<file path="src/rtl/dff_bank_arbiter_if.sv">
// Request/grant bus between four requesters and the shared register bank.
// Each flat vector carries one slice per requester, with requester 0 in the low slice.
interface dff_bank_arbiter_if #(
  parameter int WIDTH = 8
);
  logic [3:0]         req;
  logic [3:0]         we;
  logic [7:0]         addr;
  logic [4*WIDTH-1:0] wdata;
  logic [3:0]         gnt;
  logic [1:0]         gnt_id;
  logic [WIDTH-1:0]   rdata;
  logic               rvalid;

  modport master (
    output req, we, addr, wdata,
    input  gnt, gnt_id, rdata, rvalid
  );

  modport slave (
    input  req, we, addr, wdata,
    output gnt, gnt_id, rdata, rvalid
  );
endinterface

</file>
<file path="src/rtl/dff_bank_arbiter.sv">
// Round-robin arbiter that gives four requesters one read or write each
// into a shared DEPTH x WIDTH flip-flop register bank.
module dff_bank_arbiter #(
  parameter int WIDTH = 8,
  parameter int DEPTH = 4
) (
  input  logic                clk_i,
  input  logic                rst_ni,
  dff_bank_arbiter_if.slave   bus
);

  typedef enum logic {IDLE, GRANT} state_e;

  state_e           state_q, state_d;
  logic [1:0]       lastPtr_q, lastPtr_d;
  logic [3:0]       gnt_q, gnt_d;
  logic [1:0]       gntId_q, gntId_d;
  logic [WIDTH-1:0] rdata_q, rdata_d;
  logic             rvalid_q, rvalid_d;
  logic [WIDTH-1:0] bank_q [DEPTH];

  logic [1:0]       addrArr [4];
  logic [WIDTH-1:0] wdataArr [4];
  logic             selWe;
  logic [1:0]       selAddr;
  logic [WIDTH-1:0] selWdata;
  logic             bankWrite;
  logic             found;
  logic [1:0]       cand;
  logic [1:0]       winner;

  // Split the flat buses and pick out the fields of the requester holding the grant.
  always_comb begin
    for (int i = 0; i < 4; i++) begin
      addrArr[i]  = bus.addr[2*i +: 2];
      wdataArr[i] = bus.wdata[WIDTH*i +: WIDTH];
    end
    selWe    = bus.we[gntId_q];
    selAddr  = addrArr[gntId_q];
    selWdata = wdataArr[gntId_q];
  end

  always_comb begin
    state_d   = state_q;
    lastPtr_d = lastPtr_q;
    gnt_d     = '0;
    gntId_d   = gntId_q;
    rdata_d   = rdata_q;
    rvalid_d  = 1'b0;
    bankWrite = 1'b0;
    found     = 1'b0;
    cand      = '0;
    winner    = lastPtr_q;
    case (state_q)
      IDLE: begin
        // Search starts just past the last winner; k=4 wraps back to it.
        for (int k = 1; k <= 4; k++) begin
          cand = lastPtr_q + 2'(k);
          if (!found && bus.req[cand]) begin
            found  = 1'b1;
            winner = cand;
          end
        end
        if (found) begin
          gnt_d     = 4'b0001 << winner;
          gntId_d   = winner;
          lastPtr_d = winner;
          state_d   = GRANT;
        end
      end
      GRANT: begin
        if (selWe) begin
          bankWrite = 1'b1;
        end else begin
          rdata_d  = bank_q[selAddr];
          rvalid_d = 1'b1;
        end
        state_d = IDLE;
      end
      default: state_d = IDLE;
    endcase
  end

  always_ff @(posedge clk_i or negedge rst_ni) begin
    if (!rst_ni) begin
      state_q   <= IDLE;
      lastPtr_q <= 2'd3;
      gnt_q     <= '0;
      gntId_q   <= 2'd3;
      rdata_q   <= '0;
      rvalid_q  <= 1'b0;
    end else begin
      state_q   <= state_d;
      lastPtr_q <= lastPtr_d;
      gnt_q     <= gnt_d;
      gntId_q   <= gntId_d;
      rdata_q   <= rdata_d;
      rvalid_q  <= rvalid_d;
    end
  end

  always_ff @(posedge clk_i or negedge rst_ni) begin
    if (!rst_ni) begin
      for (int i = 0; i < DEPTH; i++) begin
        bank_q[i] <= '0;
      end
    end else if (bankWrite) begin
      bank_q[selAddr] <= selWdata;
    end
  end

  assign bus.gnt    = gnt_q;
  assign bus.gnt_id = gntId_q;
  assign bus.rdata  = rdata_q;
  assign bus.rvalid = rvalid_q;

endmodule
</file>
<file path="src/flat_wrapper.sv">
// flat-port wrapper written by rule: the top's interface ports become plain ports
module dff_bank_arbiter_flat 
#(
  parameter int WIDTH = 8,
  parameter int DEPTH = 4
)
  (clk_i, rst_ni, bus_req, bus_we, bus_addr, bus_wdata, bus_gnt, bus_gnt_id, bus_rdata, bus_rvalid);
  dff_bank_arbiter_if #(.WIDTH(WIDTH)) bus_i ();
  input  logic clk_i;
  input  logic rst_ni;
  input wire logic [$bits(bus_i.req)-1:0] bus_req;
  input wire logic [$bits(bus_i.we)-1:0] bus_we;
  input wire logic [$bits(bus_i.addr)-1:0] bus_addr;
  input wire logic [$bits(bus_i.wdata)-1:0] bus_wdata;
  output wire logic [$bits(bus_i.gnt)-1:0] bus_gnt;
  output wire logic [$bits(bus_i.gnt_id)-1:0] bus_gnt_id;
  output wire logic [$bits(bus_i.rdata)-1:0] bus_rdata;
  output wire logic [$bits(bus_i.rvalid)-1:0] bus_rvalid;
  assign bus_i.req = bus_req;
  assign bus_i.we = bus_we;
  assign bus_i.addr = bus_addr;
  assign bus_i.wdata = bus_wdata;
  assign bus_gnt = bus_i.gnt;
  assign bus_gnt_id = bus_i.gnt_id;
  assign bus_rdata = bus_i.rdata;
  assign bus_rvalid = bus_i.rvalid;
  dff_bank_arbiter #(.WIDTH(WIDTH), .DEPTH(DEPTH)) u_core (.clk_i(clk_i), .rst_ni(rst_ni), .bus(bus_i));
endmodule
</file>
<file path="config.mk">
export PLATFORM = sky130hd
export DESIGN_NAME = dff_bank_arbiter_flat
export DESIGN_NICKNAME = d
export VERILOG_FILES = /design/src/rtl/dff_bank_arbiter_if.sv /design/src/rtl/dff_bank_arbiter.sv /design/src/flat_wrapper.sv
export SDC_FILE = /design/constraint.sdc
export NUM_CORES = 1
export LEC_CHECK = 0
export BUFFER_PORTS_ARGS = -buffer_cell sky130_fd_sc_hd__buf_2
export CORE_ASPECT_RATIO = 0.9
export CORE_UTILIZATION = 52
export CTS_CLUSTER_DIAMETER = 40
export DETAILED_ROUTE_END_ITERATION = 16
export PLACE_DENSITY = 0.83
export SYNTH_ARGS = -nofsm -noshare
export SYNTH_HDL_FRONTEND = slang
export SYNTH_SLANG_ARGS = --single-unit
</file>
<file path="constraint.sdc">
create_clock -name clk_i -period 2.8 [get_ports clk_i]
set_input_delay 0.14 -clock clk_i [delete_from_list [all_inputs] [get_ports clk_i]]
set_output_delay 0.14 -clock clk_i [all_outputs]
set_load 0.03 [all_outputs]
</file>
==> results.sh <==
export IMPL_status="finished, final reports clean"
export IMPL_path_max_fanout=8
export IMPL_gp_congestion=0.827
export IMPL_core_area_um2=4210
export IMPL_crit_path_end_kind="flip-flop"
export IMPL_post_cts_resized=0
export IMPL_gr_total_overflow=0
export IMPL_finalHoldViolations=0
export IMPL_met1_length_um=2250
export IMPL_clk_root_buffer_cell="clkbuf_8"
export IMPL_ys_types=29
export IMPL_clock_sinks=48
export IMPL_period_share_pct=82.4
export IMPL_globalRouteTotalUtil_pct=24.3
export IMPL_cpPeakStageDelay_ps=680
export IMPL_place_inst=297
export IMPL_cts_tree="done"
export IMPL_grt_max_degree=49
export IMPL_instances_no_fill=305
export IMPL_startpoint_type="flip-flop"
export IMPL_hold_path_class="in -> async"
export IMPL_drive_gt1_share_pct=54.7
export IMPL_drc=0
export IMPL_tns_ps=0
export IMPL_diodes=0
export IMPL_skew_ps=6.45
export IMPL_netlist_instances=175
export IMPL_ctsLongestPathBuffers=2
export IMPL_arrival_ps=2490
export IMPL_start_util_pct=56.1
export IMPL_slowest_stage="dfstp_2"
export IMPL_clock_latency_ps=300
export IMPL_ys_ff_latch=48
export IMPL_maxCapViolCount=0
export IMPL_initialDrtViolationCount=103
export IMPL_avgSynthCellArea_um2=13.5
export IMPL_wl_met2_um=2640
export IMPL_slew_limit_headroom_pct=30.9
export IMPL_synth_nets=225
export IMPL_fin_nets=294
export IMPL_slew_violations=0
export IMPL_worst_slew_pin_slew_ps=1040
export IMPL_path_cells="mux4_2 > nor3_4 > mux2_2"
export IMPL_dieWidth_um=73.1
export IMPL_yosysWarningCount=0
export IMPL_die_h_um=66.0
export IMPL_clk_pin_slew_ps=80
export IMPL_syn_area_um2=2360
export IMPL_avgViaCountPerCell=5.63
export IMPL_vias=1717
export IMPL_dpl_hpwl_um=3740
export IMPL_cts_buffers=5
export IMPL_top_layer_used="met4"
export IMPL_max_freq_mhz=433
export IMPL_ios=65
export IMPL_ir_worst_vdd_uv=759
export IMPL_die_area_um2=4820
export IMPL_period_needed_ps=2310
export IMPL_cts_setup_buffers=0
export IMPL_rsz0062_at_grt="no"
export IMPL_p_leak_nw=1.30
export IMPL_grt_pass1_vias=1776
export IMPL_setup_violations=0
export IMPL_antenna_found_initial=0
export IMPL_p_per_area_nw_per_um2=1180
export IMPL_grt_pass1_wl_um=8540
export IMPL_area_growth_pct=21.1
export IMPL_critical_path_class="reg -> reg"
export IMPL_first_pass_iters=4
export IMPL_postRouteAntennaNets=0
export IMPL_worstPathRequired_ps=2990
export IMPL_synth_seq_area_share_pct=50.9
export IMPL_postRouteWirelength_um=5180
export IMPL_routed_wl_met3_um=212
export IMPL_cts_hold_buffers=0
export IMPL_post_drt_wl_per_cell_um=17.0
export IMPL_h_tree_depth=2
export IMPL_rows=22
export IMPL_port_buffers=64
## report_power, final
| part | total (W) | switching (W) | internal, W |
|---|---|---|---|
| clock | 0.000486 | 0.000221 | 0.000265 |
| sequential | 0.00125 | 0.000206 | 0.00105 |
| combinational | 0.00165 | 0.000872 | 0.000778 |
| total | 0.00339 | 0.00130 | 0.00209 |
## Yosys cell counts (all sizes together)
cell    count  area share, %
inv         4           0.64
nor3b       2            1.1
mux4       11             10
nor2b       5            1.3
nor2        4           0.64
mux2       42             20
nand4b      1           0.37
o21ai       2           0.42
o211ai      1           0.32
dfstp       2            2.2
or3b        1           0.37
a21oi       1           0.21
nand3       2           0.42
nor3        5            2.0
a31oi       8            2.1
mux2i       2           0.85
dfrtp      46             49
nand4       1           0.53
nand2      19            3.0
o22ai       8            2.1
clkbuf      1           0.21
buf         6            1.6
o21a        1           0.32
## metrics by stage
stage | util, % | power, W | setup WS [ps] | hold slack, ps | cell area [um2]
floorplan | - | 0.00249 | 512 | -156 | 2360
global placement | 65.4 | 0.00284 | 545 | 371 | 2750
detailed placement | 65.4 | 0.00291 | 476 | 377 | 2750
CTS | 67.9 | 0.00340 | 486 | 52.6 | 2860
global route | 67.9 | 0.00361 | 394 | 93.0 | 2860
finish | 67.9 | 0.00339 | 493 | 21.2 | 2860
## path summary, 6_finish.rpt
path | slack, ps | endpoint | cells past startpoint | startpoint
min in group clk_i | 250 | u_core.bus.gnt[1] | 4 | bus_req[2]
max in group asynchronous | 2140 | u_core.bank_q[24] | 1 | rst_ni
setup reg to reg | 490 | u_core.bank_q[29] | 3 | u_core.lastPtr_q[0]
hold reg to reg | 490 | u_core.bank_q[21] | 1 | u_core.bank_q[21]
hold / removal | 20 | u_core.bank_q[5] | 1 | rst_ni
setup / recovery | 490 | u_core.bank_q[29] | 3 | u_core.lastPtr_q[0]
## layer usage
| metal | GRT usage (%) | vias to the layer above |
|---|---|---|
| met2 | 43.1 | 45 |
| met4 | 7.60 | 0 |
| met5 | 0 | - |
| met3 | 5.18 | 8 |
| met1 | 29.6 | 871 |
| li1 | - | 793 |
## kinds of logic (layout without fill, tap and decap cells)
logic type	Yosys count	after routing	synth area share [%]
compound gates	21	21	5.51
simple gates	40	40	9.79
flops	48	48	50.9
buf+inv	11	81	2.43
mux	55	55	31.3
## sequential cells by signal, indices dropped and copies added, names as in the netlist
name               count
u_core.lastPtr_q       2
u_core.bank_q         32
u_core.bus.gnt         4
u_core.bus.rdata       8
u_core.bus.rvalid      1
u_core.state_q         1
## final cells by class
type / count / area [um2]
fillers: 330 / 1350
clock buffers: 6 / 72.6
flip-flops and latches: 48 / 1200
multi-input cells: 116 / 1100
clock inverters: 2 / 35.0
well taps: 60 / 75.1
repair buffers: 69 / 358
inverters: 4 / 15.0
## worst max-delay path, delay by kind of cell (launching register included)
family | cells | cell delay, ps
multiplexers | 2 | 1060
flip-flops | 1 | 680
AND/OR/NAND/NOR | 1 | 470
## placed cells by master (no fill, tap or decap), drive strengths merged, types with 2 or more instances in the layout
cell type  count
mux2i          2
dfrtp         46
nor2b          5
nor2           4
nor3b          2
nand3          2
o22ai          8
mux2          42
mux4          11
buf           69
inv            4
clkbuf         6
nand2         19
o21ai          2
a31oi          8
dfstp          2
nor3           5
No activity file was read; power rests on OpenSTA's default activity.
